## config.mk

```make
export PLATFORM = sky130hd
export DESIGN_NAME = ones_pattern_gen
export DESIGN_NICKNAME = d
export VERILOG_FILES = /design/src/rtl/ones_pattern_gen.sv
export SDC_FILE = /design/constraint.sdc
export NUM_CORES = 1
export LEC_CHECK = 0
export CORE_MARGIN = 2
export CORE_UTILIZATION = 23
export DETAILED_ROUTE_END_ITERATION = 16
export GPL_TIMING_DRIVEN = 0
export PLACE_DENSITY = 0.5
export SLEW_MARGIN = 20
export SYNTH_ARGS = -nofsm -noshare
export SYNTH_HDL_FRONTEND = slang
export SYNTH_SLANG_ARGS = --single-unit
```

## constraint.sdc

```tcl
create_clock -name clk -period 7.2 [get_ports clk]
set_input_delay 2.16 -clock clk [delete_from_list [all_inputs] [get_ports clk]]
set_output_delay 2.16 -clock clk [all_outputs]
set_load 0.05 [all_outputs]
```

## src/rtl/ones_pattern_gen.sv

```systemverilog
// ones_pattern_gen
//
// Enumerates every 8-bit word with exactly k set bits (k = 0..8), one word
// per accepted handshake, in ascending numeric order.  One candidate word is
// tested per cycle; matching candidates are registered onto a valid/ready
// output stream.  The final word of a run carries out_last, and a one-cycle
// done pulse follows its handshake.
//
// Build option:
//   ONES_GEN_DESC_EN  when defined, the scan starts at 8'hFF and counts down,
//                     so words are emitted in descending order and the final
//                     word is the k low bits set.
//
// Ports:
//   clk        rising-edge clock
//   rst        synchronous, active-high reset
//   start      run request, sampled only while idle
//   ones_req   requested ones count k (legal 0..8)
//   out_data   current pattern
//   out_valid  out_data holds a pattern
//   out_ready  consumer accepts (handshake = out_valid & out_ready)
//   out_last   final pattern of the run, qualified by out_valid
//   busy       high while scanning and in the done cycle
//   done       one-cycle pulse after the last handshake
//   err        one-cycle pulse after a start with ones_req > 8

module ones_pattern_gen (
  input  logic       clk,
  input  logic       rst,
  input  logic       start,
  input  logic [3:0] ones_req,
  output logic [7:0] out_data,
  output logic       out_valid,
  input  logic       out_ready,
  output logic       out_last,
  output logic       busy,
  output logic       done,
  output logic       err
);

  typedef enum logic [1:0] {
    ST_IDLE = 2'd0,
    ST_SCAN = 2'd1,
    ST_DONE = 2'd2
  } state_t;

`ifdef ONES_GEN_DESC_EN
  localparam logic [7:0] FIRST_CAND = 8'hFF;
`else
  localparam logic [7:0] FIRST_CAND = 8'h00;
`endif

  state_t     state_r;
  logic [7:0] cand_r;
  logic [3:0] k_r;
  // Set once the final pattern has been tested; stops the scan from wrapping.
  logic       exhausted_r;

  logic       slot_s;
  logic       match_s;
  logic       is_last_s;
  logic       hs_s;
  logic       fin_hs_s;
  logic [7:0] last_pat_s;
  logic [7:0] next_cand_s;

  // Number of set bits in an 8-bit word; 4 bits wide so that 8 fits.
  function automatic logic [3:0] popcount8(input logic [7:0] v);
    logic [3:0] sum;
    sum = 4'd0;
    for (int i = 0; i < 8; i++) begin
      sum = sum + {3'b000, v[i]};
    end
    return sum;
  endfunction

  // Final pattern of a run for ones count k: the k top bits set when scanning
  // upward, the k low bits set when scanning downward.  k = 0 gives 8'h00.
  function automatic logic [7:0] last_pattern(input logic [3:0] k);
    logic [7:0] p;
    p = 8'h00;
    for (int i = 0; i < 8; i++) begin
`ifdef ONES_GEN_DESC_EN
      p[i] = (4'(i) < k);
`else
      p[i] = (4'(i) >= (4'd8 - k));
`endif
    end
    return p;
  endfunction

  // Candidate following c in scan order.
  function automatic logic [7:0] scan_step(input logic [7:0] c);
`ifdef ONES_GEN_DESC_EN
    return c - 8'd1;
`else
    return c + 8'd1;
`endif
  endfunction

  // Per-cycle scan decisions derived from the current state and handshake.
  always_comb begin
    slot_s      = 1'b0;
    match_s     = 1'b0;
    is_last_s   = 1'b0;
    hs_s        = out_valid & out_ready;
    fin_hs_s    = 1'b0;
    last_pat_s  = last_pattern(k_r);
    next_cand_s = scan_step(cand_r);
    if (state_r == ST_SCAN) begin
      // A test slot exists whenever the output register is free or is being
      // drained this cycle, as long as the final pattern has not been tested.
      slot_s    = ~exhausted_r & (~out_valid | out_ready);
      match_s   = (popcount8(cand_r) == k_r);
      is_last_s = (cand_r == last_pat_s);
      fin_hs_s  = hs_s & out_last;
    end else begin
      slot_s    = 1'b0;
      match_s   = 1'b0;
      is_last_s = 1'b0;
      fin_hs_s  = 1'b0;
    end
  end

  // Control FSM, candidate scan and all registered outputs.
  always_ff @(posedge clk) begin
    if (rst) begin
      state_r     <= ST_IDLE;
      cand_r      <= 8'h00;
      k_r         <= 4'd0;
      exhausted_r <= 1'b0;
      out_data    <= 8'h00;
      out_valid   <= 1'b0;
      out_last    <= 1'b0;
      busy        <= 1'b0;
      done        <= 1'b0;
      err         <= 1'b0;
    end else begin
      err <= 1'b0;
      case (state_r)
        ST_IDLE: begin
          done <= 1'b0;
          busy <= 1'b0;
          if (start) begin
            if (ones_req > 4'd8) begin
              err <= 1'b1;
            end else begin
              k_r         <= ones_req;
              cand_r      <= FIRST_CAND;
              exhausted_r <= 1'b0;
              busy        <= 1'b1;
              state_r     <= ST_SCAN;
            end
          end
        end

        ST_SCAN: begin
          if (fin_hs_s) begin
            // The last word leaves this edge; nothing remains to test.
            out_valid <= 1'b0;
            out_last  <= 1'b0;
            done      <= 1'b1;
            state_r   <= ST_DONE;
          end else if (slot_s) begin
            if (match_s) begin
              out_data  <= cand_r;
              out_valid <= 1'b1;
              out_last  <= is_last_s;
            end else if (hs_s) begin
              out_valid <= 1'b0;
              out_last  <= 1'b0;
            end
            // The final pattern always matches, so stopping here never
            // skips a word; the candidate is simply parked on it.
            if (is_last_s) begin
              exhausted_r <= 1'b1;
            end else begin
              cand_r <= next_cand_s;
            end
          end
        end

        ST_DONE: begin
          done    <= 1'b0;
          busy    <= 1'b0;
          state_r <= ST_IDLE;
        end

        default: begin
          state_r   <= ST_IDLE;
          out_valid <= 1'b0;
          out_last  <= 1'b0;
          busy      <= 1'b0;
          done      <= 1'b0;
        end
      endcase
    end
  end

endmodule
```

==> impl_results.md <==
* Status: completed
* Starting density of the core at 0.239
* Seq/Total Area, Yosys at 0.302
* Post-synth top cells: dfxtp_1, a21oi_1, inv_1, nand2_1, nor2_1
* Layout cells sized above 1 at 0.0803
* CP max FO at 10
* Site Rows at 32
* Final worst-path cycle share at 0.628
* Pre-CTS WS at 2.62 ns
* Vias in the first global route at 1630
* Psw at 0.000110 W
* Internal at 0.000272 W
* Clock buffer depth at 2
* First-pass GRT wire length at 7.94 mm
* Sw Share at 0.287
* I/O Buffers at 20
* Vias/cell at 4.60
* GRT Resource Usage Total at 0.112
* Final clock skew at 0.00333 ns
* Die X at 93.9 um
* Worst-margin pin slew at 0.543 ns
* CTS Buf Count at 3
* Overflow after GRT at 0
* 1st-pass router iterations at 6
* Yosys top cell area share at 0.302
* Unique cell type count in the Yosys netlist at 56
* CTS tree: done
* Hold Crit Class: flip-flop to flip-flop
* # nets final at 269
* Initial antenna violation count at 0
* CP startpoint kind: flip-flop
* Hold Vio Cnt, Final at 0
* Peak supply drop at 0.0806 mV
* Ports at 21
* Clk slew on worst S/H paths at 0.10 ns
* DRT iter0 DRCs at 119
* Fin crit period at 4.52 ns
* Buffer count from post-CTS setup fixing at 0
* Crit path required time at 7.42 ns
* Logic pwr share at 0.233
* Vias post-DR at 1614
* Syn Inst Count at 225
* Sequential Area at 561 um2
* Crit. End Element: flip-flop
* Syn Nets at 244
* Cell Area, Synth at 0.00186 mm2
* CP arrival at 4.74 ns
* Clk sink count at 28
* Die height at 93.9 um
* Clock share of power at 0.336
* Area of the multi-input gates at 0.00115 mm2
* Die area at 0.00881 mm2
* #FFs+latches synth at 28
* Max_cap viols at 0
* Primary FF master, synth: dfxtp_1
* Antenna-violating nets left at 0
* Fillers at 845
* Mean Syn Cell Area at 8.25 um2
* Layout area overhead at 21.5%
* Slew Limit Fails at 0
* Area contributors post-synth: dfxtp_1, a21oi_1, ha_1, fa_1, mux2i_1
* H-tree levels at 1
* Peak Freq at 221 MHz
* # setup viols final at 0
* Total number of yosys warnings at 0
* Setup CP Type: flip-flop to flip-flop
* Post-DR wirelength/cell at 12.8 um
* CTS root buf: clkbuf_8
* Drt drc at 0
* Routed wire length at 4.48 mm
* Yosys top cell by area: dfxtp_1
* Leakage power at 0.846 nW
* EDFF count, synth at 0
* HPWL Detailed at 3.46 mm
* Seq pwr share at 0.431
* Asr flop ratio synth at 0
* Antenna Cells at 0
* Final WS setup at 2.68 ns
* Post-route setup TNS at 0 ns
* Top-count cell post-synth: dfxtp_1
* Largest net degree at the start of global routing at 17
* Normalized max-slew margin at 0.638
* Placeable Area at 0.00777 mm2
* Routability cong. at 0.794
* Unrepaired setup endpoints after global routing: no
* Hold Buf Count CTS at 0
* Clock Latency Late Sink at 0.28 ns
* Pwr/cell area at 169 mW/mm2
* # resized after CTS at 0
worst max-delay path, cell delays in order (launching register included):
cell and delay (ns):
dfxtp_1 0.32, clkbuf_1 0.36, inv_1 0.22, fa_1 0.54, fa_1 0.43, fa_1 0.51, inv_1 0.05, ha_1 0.20
fa_1 0.38, xnor2_1 0.16, or3b_1 0.36, a21oi_1 0.14, o2111ai_1 0.15, a21o_1 0.20, buf_6 0.15, nand2b_1 0.14
a21oi_1 0.15
per-layer routing:
layer,share of wire,track usage
met1,0.50,0.153
met2,0.46,0.186
met3,0.027,0.0177
met4,0.0051,0.0242
met5,0,0
power groups by stage:
stage                     sequential [W]  combinational (W)  clock, W
after CTS                       0.000165          0.0000895  0.000130
after global routing            0.000166          0.0000988  0.000136
final                           0.000165          0.0000888  0.000128
after detailed placement        0.000168          0.0000889         0
after global placement          0.000168          0.0000887         0
after floorplan                 0.000172          0.0000618         0
metrics by stage:
step                std cells  instance area [um2]  hold WS, ns   util  power [W]
floorplan                 225                 1860        0.481      -   0.000234
global placement          347                 2180        0.439  0.281   0.000257
detailed placement        347                 2180        0.439  0.281   0.000257
CTS                       351                 2260        0.462  0.290   0.000385
global route              351                 2260        0.517  0.290   0.000400
finish                    351                 2260        0.461  0.290   0.000382
final cells by class:
cell class	count	area share
clock buffers	3	0.0183
well taps	102	0.0566
clock inverters	1	0.0133
repair buffers	20	0.0887
flip-flops and latches	28	0.248
plain buffers	12	0.0338
inverters	19	0.0316
multi-input cells	166	0.509
flip-flops by register name, summed over array words and instances, names as in the netlist, 2 cells and up:
signal and cells:
k_r 4, out_data 8, cand_r 8, state_r 2
kinds of logic (layout without fill, tap and decap cells):
kind of cell               Yosys count  count (layout)  synth area share
and+or+nand+nor                     83              83             0.247
AOI/OAI and AO/OA                   56              56             0.199
buffers and inverters               31              55            0.0795
DFF                                 28              28             0.302
adders and majority gates           11              11            0.0903
muxes                                9               9            0.0492
xor gates and xnor gates             7               7            0.0330
layout by cell type, fill, tap and decap left out, types with 2 or more instances in the layout:
cell | synthesis | layout
dfxtp_1 | 28 | 28
a21oi_1 | 21 | 21
clkdlybuf4s50_1 | 0 | 20
inv_1 | 18 | 18
nand2_1 | 18 | 18
nor2_1 | 17 | 17
o21ai_0 | 9 | 9
mux2i_1 | 8 | 8
ha_1 | 7 | 7
clkbuf_1 | 6 | 6
nand2b_1 | 6 | 6
xnor2_1 | 6 | 6
nor2b_1 | 6 | 6
nand3_1 | 6 | 6
nor3_1 | 5 | 5
or3_1 | 5 | 5
fa_1 | 4 | 4
buf_6 | 3 | 3
o21ai_1 | 3 | 3
nand4_1 | 3 | 3
clkbuf_8 | 0 | 3
buf_4 | 2 | 2
nor4_1 | 2 | 2
nor3b_1 | 2 | 2
and2b_1 | 2 | 2
o22ai_1 | 2 | 2
o31ai_1 | 2 | 2
a22o_1 | 2 | 2
or4_1 | 2 | 2
o2bb2ai_1 | 2 | 2
worst paths after layout:
kind,from,endpoint,slack (ns),cells past startpoint
max,cand_r[3],out_last,2.68,16
min,done,done,0.46,2
min reg2reg,done,done,0.46,2
max reg2reg,cand_r[3],out_last,2.68,16
Note: power is estimated with default switching activity, not from simulation.
